### src/rtl/fetch_pkg.sv
// Shared types and constants for the instruction-fetch controller.
// Holds the controller state encoding and the default halt opcode.
package fetch_pkg;

    typedef enum logic [1:0] {
        IDLE,
        FETCH,
        HALTED
    } fetch_state_t;

    localparam logic [15:0] DEFAULT_HALT_INSTR = 16'hFFFF;

endpackage

### src/rtl/fetch_fifo.sv
// Small synchronous FIFO of {address, instruction} pairs with a flush input.
// The head entry is presented combinationally; count reports occupancy.
module fetch_fifo #(
    parameter int ADDR_WIDTH  = 8,
    parameter int INSTR_WIDTH = 16,
    parameter int DEPTH       = 2
) (
    input  logic                      clk,
    input  logic                      rst,
    input  logic                      flush,
    input  logic                      push,
    input  logic [ADDR_WIDTH-1:0]     push_addr,
    input  logic [INSTR_WIDTH-1:0]    push_instr,
    input  logic                      pop,
    output logic [ADDR_WIDTH-1:0]     head_addr,
    output logic [INSTR_WIDTH-1:0]    head_instr,
    output logic [$clog2(DEPTH):0]    count
);

    localparam int PW = $clog2(DEPTH);

    logic [ADDR_WIDTH-1:0]  addr_mem  [DEPTH];
    logic [INSTR_WIDTH-1:0] instr_mem [DEPTH];
    logic [PW-1:0]          wr_ptr;
    logic [PW-1:0]          rd_ptr;

    // Storage is cleared on reset so the head reads as zero out of reset;
    // a flush only rewinds the pointers.
    always_ff @(posedge clk) begin
        if (rst) begin
            wr_ptr <= '0;
            rd_ptr <= '0;
            count  <= '0;
            for (int i = 0; i < DEPTH; i++) begin
                addr_mem[i]  <= '0;
                instr_mem[i] <= '0;
            end
        end else if (flush) begin
            wr_ptr <= '0;
            rd_ptr <= '0;
            count  <= '0;
        end else begin
            if (push) begin
                addr_mem[wr_ptr]  <= push_addr;
                instr_mem[wr_ptr] <= push_instr;
                wr_ptr            <= wr_ptr + 1'b1;
            end
            if (pop) begin
                rd_ptr <= rd_ptr + 1'b1;
            end
            case ({push, pop})
                2'b10:   count <= count + 1'b1;
                2'b01:   count <= count - 1'b1;
                default: count <= count;
            endcase
        end
    end

    assign head_addr  = addr_mem[rd_ptr];
    assign head_instr = instr_mem[rd_ptr];

endmodule

### src/rtl/fetch_ctrl.sv
// Instruction-fetch controller: drives pc inc/jmp, pairs RAM words with their
// addresses, buffers them and hands them to the decoder over valid/ready.
module fetch_ctrl
    import fetch_pkg::*;
#(
    parameter int                     ADDR_WIDTH  = 8,
    parameter int                     INSTR_WIDTH = 16,
    parameter int                     FIFO_DEPTH  = 2,
    parameter logic [INSTR_WIDTH-1:0] HALT_INSTR  = DEFAULT_HALT_INSTR
) (
    input  logic                   clk,
    input  logic                   rst,
    input  logic                   run,
    input  logic [ADDR_WIDTH-1:0]  pc_addr,
    output logic                   pc_inc,
    output logic                   pc_jmp,
    output logic [ADDR_WIDTH-1:0]  pc_addrin,
    input  logic [INSTR_WIDTH-1:0] mem_dout,
    input  logic                   redir_valid,
    input  logic [ADDR_WIDTH-1:0]  redir_addr,
    output logic                   instr_valid,
    input  logic                   instr_ready,
    output logic [INSTR_WIDTH-1:0] instr,
    output logic [ADDR_WIDTH-1:0]  instr_addr,
    output logic                   halted
);

    localparam int CW = $clog2(FIFO_DEPTH) + 1;

    fetch_state_t          state;
    fetch_state_t          next_state;
    logic                  inflight;
    logic [ADDR_WIDTH-1:0] inflight_addr;
    logic [CW-1:0]         count;
    logic [CW:0]           occupancy;
    logic [CW:0]           limit;
    logic                  pop;
    logic                  push;
    logic                  push_halt;
    logic                  issue;

    fetch_fifo #(
        .ADDR_WIDTH (ADDR_WIDTH),
        .INSTR_WIDTH(INSTR_WIDTH),
        .DEPTH      (FIFO_DEPTH)
    ) u_fifo (
        .clk       (clk),
        .rst       (rst),
        .flush     (redir_valid),
        .push      (push),
        .push_addr (inflight_addr),
        .push_instr(mem_dout),
        .pop       (pop),
        .head_addr (instr_addr),
        .head_instr(instr),
        .count     (count)
    );

    // A fetch is only issued when the word it returns is guaranteed a FIFO
    // slot, counting the word already in flight and any slot freed this cycle.
    always_comb begin
        instr_valid = (count != '0) && !redir_valid;
        pop         = instr_valid && instr_ready;
        push        = inflight && !redir_valid;
        push_halt   = push && (mem_dout == HALT_INSTR);
        occupancy   = {1'b0, count} + {{CW{1'b0}}, inflight};
        limit       = (CW+1)'(FIFO_DEPTH) + {{CW{1'b0}}, pop};
        issue       = (state == FETCH) && run && !redir_valid && (occupancy < limit);
        pc_inc      = issue;
        pc_jmp      = redir_valid;
        pc_addrin   = redir_valid ? redir_addr : '0;
        halted      = (state == HALTED);
    end

    always_comb begin
        next_state = state;
        case (state)
            IDLE: begin
                if (run) next_state = FETCH;
            end
            FETCH: begin
                if (push_halt)  next_state = HALTED;
                else if (!run)  next_state = IDLE;
            end
            HALTED: begin
                if (redir_valid) next_state = run ? FETCH : IDLE;
            end
            default: next_state = IDLE;
        endcase
    end

    // A word issued alongside the halt push is dropped when it returns.
    always_ff @(posedge clk) begin
        if (rst) begin
            state         <= IDLE;
            inflight      <= 1'b0;
            inflight_addr <= '0;
        end else begin
            state    <= next_state;
            inflight <= issue && !push_halt;
            if (issue) begin
                inflight_addr <= pc_addr;
            end
        end
    end

endmodule
### config.mk
export PLATFORM = sky130hd
export DESIGN_NAME = fetch_ctrl
export DESIGN_NICKNAME = d
export VERILOG_FILES = /design/src/rtl/fetch_pkg.sv /design/src/rtl/fetch_fifo.sv /design/src/rtl/fetch_ctrl.sv
export SDC_FILE = /design/constraint.sdc
export NUM_CORES = 1
export LEC_CHECK = 0
export CORE_UTILIZATION = 53
export CTS_BUF_LIST = sky130_fd_sc_hd__clkbuf_4 sky130_fd_sc_hd__clkbuf_8 sky130_fd_sc_hd__clkbuf_16
export DETAILED_ROUTE_END_ITERATION = 10
export PLACE_DENSITY = 0.94
export SYNTH_ARGS = -nofsm -noshare
export SYNTH_HDL_FRONTEND = slang
export SYNTH_SLANG_ARGS = --single-unit
### constraint.sdc
create_clock -name clk -period 5.5 [get_ports clk]
set_clock_uncertainty 0.1 [all_clocks]
set_input_delay 0.825 -clock clk [delete_from_list [all_inputs] [get_ports clk]]
set_output_delay 0.825 -clock clk [all_outputs]
set_load 0.01 [all_outputs]
==> results of run 1 <==
cells in the final DEF (no fill, tap or decap), types with 2 or more instances in the layout:
cell type | synthesis | layout
clkdlybuf4s50_1 | 0 | 72
and2_1 | 56 | 56
edfxtp_1 | 48 | 48
mux2_2 | 24 | 24
nand2b_1 | 16 | 16
dfxtp_1 | 16 | 16
clkbuf_8 | 0 | 9
mux2i_1 | 8 | 8
nor2_1 | 5 | 5
clkbuf_4 | 0 | 5
nand4_1 | 4 | 4
xnor2_1 | 3 | 3
ha_1 | 3 | 3
or2_2 | 2 | 2
or3_1 | 2 | 2
o21ai_0 | 2 | 2
a21oi_1 | 2 | 2
buf_4 | 1 | 2
worst min-delay path, stage by stage (launching register included):
cell      delay, ns
dfxtp_1        0.32
nand2b_1       0.06
mux2i_1        0.05
state kept, by name, indices dropped and copies added, names as in the netlist, named ones only:
register          cells
u_fifo.wr_ptr         1
u_fifo.rd_ptr         1
state                 2
u_fifo.count          2
u_fifo.addr_mem      16
inflight              1
u_fifo.instr_mem     32
inflight_addr         8
cells by family (layout without fill, tap and decap cells):
kind of cell,count (synthesis),in the layout,synth area share (%)
and+or+nand+nor,96,96,20.6
DFF,64,64,60.1
muxes,32,32,11.9
buffers and inverters,13,91,2.13
AOI/OAI and AO/OA,8,8,2.73
xor gates and xnor gates,4,4,1.19
adders and majority gates,3,3,1.28
per-layer routing:
layer / wire [um] / GRT usage, % / vias up
met4: 95 / 9.81 / 0
met2: 2940 / 36.5 / 46
met1: 2480 / 24.2 / 886
li1: - / - / 916
met3: 172 / 4.67 / 9
met5: 0 / 0 / -
worst max path at each step:
stage | slack, ns | start | cells after the start | endpoint
floorplan | 2.84 | redir_valid | 3 | u_fifo.addr_mem[0][0]$_SDFFCE_PN0P_
detailed placement | 1.58 | redir_valid | 6 | pc_inc
finish | 1.59 | redir_valid | 6 | pc_inc
CTS | 1.58 | redir_valid | 6 | pc_inc
global placement | 1.65 | redir_valid | 6 | pc_inc
global route | 1.48 | redir_valid | 6 | pc_inc
cell type report:
class | count | area [um2]
Timing Repair Buffer | 74 | 736
Fill cell | 357 | 1300
Inverter | 1 | 3.75
Multi-Input combinational cell | 143 | 1120
Clock buffer | 14 | 161
Tap cell | 70 | 87.6
Clock inverter | 2 | 33.8
Sequential cell | 64 | 1760
metrics by stage:
step / instance area [um2] / instances / setup slack (ns)
final: 3900 / 368 / 1.59
after CTS: 3900 / 368 / 1.58
after floorplan: 2930 / 220 / 2.84
after detailed placement: 3710 / 352 / 1.58
after global routing: 3900 / 368 / 1.48
after global placement: 3710 / 352 / 1.65
where the power goes:
group | leakage [nW] | switching (mW) | internal, mW
Clock | 0.103 | 0.162 | 0.234
Combinational | 0.715 | 0.0349 | 0.0546
Sequential | 0.622 | 0.00489 | 0.533
==> flow_metrics.py, run 1 <==
metrics = {
    "critical_path": {
        "cp_top_family": "buffers and inverters",
        "slowest_stage": "clkdlybuf4s50_1",
        "max_stage_delay_ns": 0.58,
        "reg2reg_depth": 2,
        "crit_type": "in -> out",
        "reg2reg_to": "u_fifo.addr_mem[1][6]$_SDFFCE_PN0P_",
        "crit_top_cell": "clkdlybuf4s50_1",
        "worst_setup_path_start_kind": "primary input",
        "path_buf_inv": 3,
        "cp_max_fo": 13,
        "crit_arrival_ns": 2.98,
        "worstPathRequired_ns": 4.58,
        "critPathCaptureType": "output port",
        "crit_chain": "clkdlybuf4s50_1 -> o21ba_4 -> nand3b_4 -> a2111oi_4 -> buf_4 -> clkdlybuf4s50_1",
        "r2r_slack_ns": 3.36,
        "reg2reg_from": "u_fifo.wr_ptr$_SDFFE_PP0P_",
    },
    "clock_tree": {
        "tritoncts": "done",
        "cts_setup_buffers": 0,
        "clockBufferDepth": 2,
        "path_clk_slew_ns": 0.06,
        "ctsHoldBuffers": 0,
        "cts_buffers": 9,
        "cts_max_level": 3,
        "post_cts_resized": 0,
        "clock_latency_ns": 0.33,
        "cts.sinks": 64,
        "clockRootBuffer": "clkbuf_8",
    },
    "placed_design": {
        "port_buffers": 72,
        "dp_hpwl_um": 3800,
        "finalWeightedCongestion": 0.716,
    },
    "route": {
        "drt_iter0_drc": 96,
        "drcViolationCount": 0,
        "wire_per_inst_um": 15.5,
        "drtAntennaViolNets": 0,
        "wl_um": 5690,
        "viasPerCell": 5.05,
        "vias": 1857,
        "drtPass1Iterations": 4,
    },
    "timing": {
        "max_slew_margin_pct": 20.2,
        "fin_tns_setup_ns": 0,
        "finalCriticalPeriod_ns": 3.91,
        "rsz0062_at_grt": "no",
        "setup_viol": 0,
        "holdWs_ns": 0.381,
        "hold_violations": 0,
        "tightest_slew_ns": 1.19,
        "slew_violations": 0,
        "post-route-period-util_pct": 71.0,
        "fmax_mhz": 256,
    },
    "hold_path": {
        "min_from": "inflight_addr[2]$_SDFFE_PP0P_",
        "min_delay_path_depth": 2,
        "min_to": "inflight_addr[2]$_SDFFE_PP0P_",
        "hold_class": "reg -> reg",
    },
    "power_and_ir_drop": {
        "power_density_nw_per_um2": 262,
        "ir_worst_vdd_uv": 176,
        "power.total_mw": 1.02,
        "power_leakage_nw": 1.44,
    },
    "floorplanning": {
        "die-height_um": 76.4,
        "pin_count": 73,
        "core_area_um2": 5200,
        "dieArea_um2": 5840,
        "rows": 26,
        "start_util_pct": 56.3,
        "die_w_um": 76.4,
    },
    "global_routing": {
        "grt_pass1_wl_um": 8980,
        "track_usage_pct": 20.9,
        "grt_start_max_net_pins": 26,
        "overflow": 0,
        "grt_antenna_before_repair": 0,
        "grt_pass1_vias": 1826,
    },
    "synth": {
        "synth_cell_type_count": 34,
        "syn_area_um2": 2930,
        "syn_nets": 260,
        "yosysTopAreaCell": "edfxtp_1",
        "ys_warn_count": 0,
        "synth.avg_cell_area_um2": 13.3,
        "synth-seq-cells": 64,
        "yosysSeqAreaShare_pct": 60.1,
        "ys.flop_type": "edfxtp_1",
        "synthArstFlopShare_pct": 0,
        "synth_enable_flop_cells": 48,
        "synth.most_common_cell": "and2_1",
        "yosysTopAreaCellShare_pct": 49.1,
        "syn_inst": 220,
        "synth.area.top_cells": "edfxtp_1 49%, and2_1 12%, dfxtp_1 11%, mux2_2 9.2%, nand2b_1 3.4%",
        "yosys-top-cells-count": "56 x and2_1, 48 x edfxtp_1, 24 x mux2_2",
    },
    "final_layout": {
        "final_core_util_pct": 75.0,
        "antennaDiodeCount": 0,
        "drive_gt1_share_pct": 16.8,
        "area.growth.synth_to_final_pct": 33.0,
        "nets": 333,
    },
    "outcome": {
        "status": "complete, no violations",
    },
    "run": {
        "maxCapViolCount": 0,
    },
}
Power figures use the tool's default switching activity.
==> inputs of run 2 (changes only) <==
- CORE_UTILIZATION: 53 -> 44
- PLACE_DENSITY: 0.94 -> 0.84
- clock period: 5.5 -> 3.3 ns (I/O delays scaled with it)
==> flow_metrics.py, run 2 (same netlist as run 1, synthesis figures left out) <==
metrics = {
    "final_layout": {
        "antennaDiodeCount": 0,
        "instances_no_fill": 380,
        "largest_register": "u_fifo.instr_mem",
        "area.growth.synth_to_final_pct": 34.5,
        "final_common_cell": "clkdlybuf4s50_1",
        "final_core_util_pct": 61.8,
        "drive_gt1_share_pct": 18.5,
        "largest_register_ffs": 32,
        "nets": 338,
        "top_regs": "u_fifo.instr_mem: 32 flops, u_fifo.addr_mem: 16 flops, inflight_addr: 8 flops",
        "layout_common_cells": "72 x clkdlybuf4s50_1, 56 x and2_1, 48 x edfxtp_1",
    },
    "critical_path": {
        "worstPathRequired_ns": 2.70,
        "worst_setup_path_start_kind": "primary input",
        "reg2reg_from": "u_fifo.count[0]$_SDFFE_PP0P_",
        "crit_arrival_ns": 2.32,
        "cp_max_fo": 3,
        "startpoint": "redir_valid",
        "critPathCaptureType": "output port",
        "crit_type": "in -> out",
    },
    "timing": {
        "rsz0062_at_grt": "no",
        "tightest_slew_ns": 0.638,
        "slew_violations": 0,
        "post-route-period-util_pct": 88.2,
        "fmax_mhz": 343,
        "finalCriticalPeriod_ns": 2.91,
        "holdWs_ns": 0.381,
        "setup_viol": 0,
        "fin_tns_setup_ns": 0,
        "hold_violations": 0,
        "max_slew_margin_pct": 57.2,
    },
    "floorplanning": {
        "pin_count": 73,
        "start_util_pct": 45.9,
        "core_area_um2": 6390,
        "die_w_um": 83.6,
        "rows": 29,
        "dieArea_um2": 7000,
        "die-height_um": 83.6,
    },
    "clock_tree": {
        "cts_buffers": 9,
        "cts_setup_buffers": 0,
        "clock_latency_ns": 0.33,
        "clockBufferDepth": 2,
        "clockRootBuffer": "clkbuf_8",
        "ctsHoldBuffers": 0,
        "post_cts_resized": 0,
        "cts_max_level": 3,
        "cts.sinks": 64,
        "tritoncts": "done",
        "path_clk_slew_ns": 0.06,
    },
    "route": {
        "drtAntennaViolNets": 0,
        "drt_iter0_drc": 121,
        "wire_per_inst_um": 14.9,
        "viasPerCell": 4.80,
        "drcViolationCount": 0,
        "vias": 1825,
        "wl_um": 5680,
        "drtPass1Iterations": 4,
    },
    "placed_design": {
        "finalWeightedCongestion": 0.699,
        "placed_cells": 364,
        "port_buffers": 72,
        "dp_hpwl_um": 3930,
    },
    "global_routing": {
        "grt_pass1_wl_um": 9550,
        "grt_start_max_net_pins": 25,
        "grt.busiest_layer": "met2",
        "grt_pass1_vias": 1926,
        "gr-usage-met3_pct": 3.86,
        "use_met2_pct": 29.7,
        "track_usage_pct": 17.8,
        "met1_usage_pct": 21.6,
        "grt_antenna_before_repair": 0,
        "overflow": 0,
    },
    "run": {
        "maxCapViolCount": 0,
    },
    "hold_path": {
        "min_from": "inflight_addr[3]$_SDFFE_PP0P_",
        "hold_class": "reg -> reg",
    },
    "power_and_ir_drop": {
        "power_leakage_nw": 1.47,
        "power_density_nw_per_um2": 429,
        "ir_worst_vdd_uv": 232,
        "power.total_mw": 1.69,
    },
    "outcome": {
        "status": "complete, no violations",
    },
}
run 2: cell count changes in the layout (fill, tap and decap cells not counted), sizes merged:
cell / previous run / this run
buf: 2 / 7
clkinv: 1 / 3
clkbuf: 14 / 12
run 2: worst max-delay path, stage by stage:
cell and delay [ns]:
clkdlybuf4s50_1 0.42, o21ba_4 0.26, nand3b_4 0.08, a2111oi_4 0.44, clkdlybuf4s50_1 0.61
run 2: stage by stage:
step	instance area, um2	setup WS (ns)
2_1_floorplan	2930	0.967
3_3_place_gp	3750	0.400
3_5_place_dp	3750	0.375
4_1_cts	3940	0.361
5_1_grt	3940	0.308
6_report	3940	0.388
run 2: layout make-up:
class	instances	area [um2]
Multi-Input combinational cell	143	1120
Timing Repair Buffer	79	773
Sequential cell	64	1760
Fill cell	472	2440
Inverter	1	3.75
Clock buffer	12	146
Tap cell	77	96.3
Clock inverter	4	45.0
run 2: worst paths after layout:
| check | cells past startpoint | slack, ns | endpoint |
|---|---|---|---|
| hold / removal | 2 | 0.38 | inflight_addr[3]$_SDFFE_PP0P_ |
| hold reg to reg | 2 | 0.38 | inflight_addr[3]$_SDFFE_PP0P_ |
| setup / recovery | 5 | 0.39 | pc_inc |
| setup reg to reg | 5 | 1.33 | inflight_addr[1]$_SDFFE_PP0P_ |
run 2: per-layer routing:
metal	up-vias	share of wire (%)	wire length, um
li1	923	-	-
met1	840	43	2430
met2	48	51	2910
met3	14	3.3	188
met4	0	2.6	149
met5	-	0	0
run 2: report_power, final:
part           switching (mW)  internal, mW
clock network           0.278         0.370
registers             0.00823         0.888
logic                  0.0574        0.0926
total                   0.343          1.35
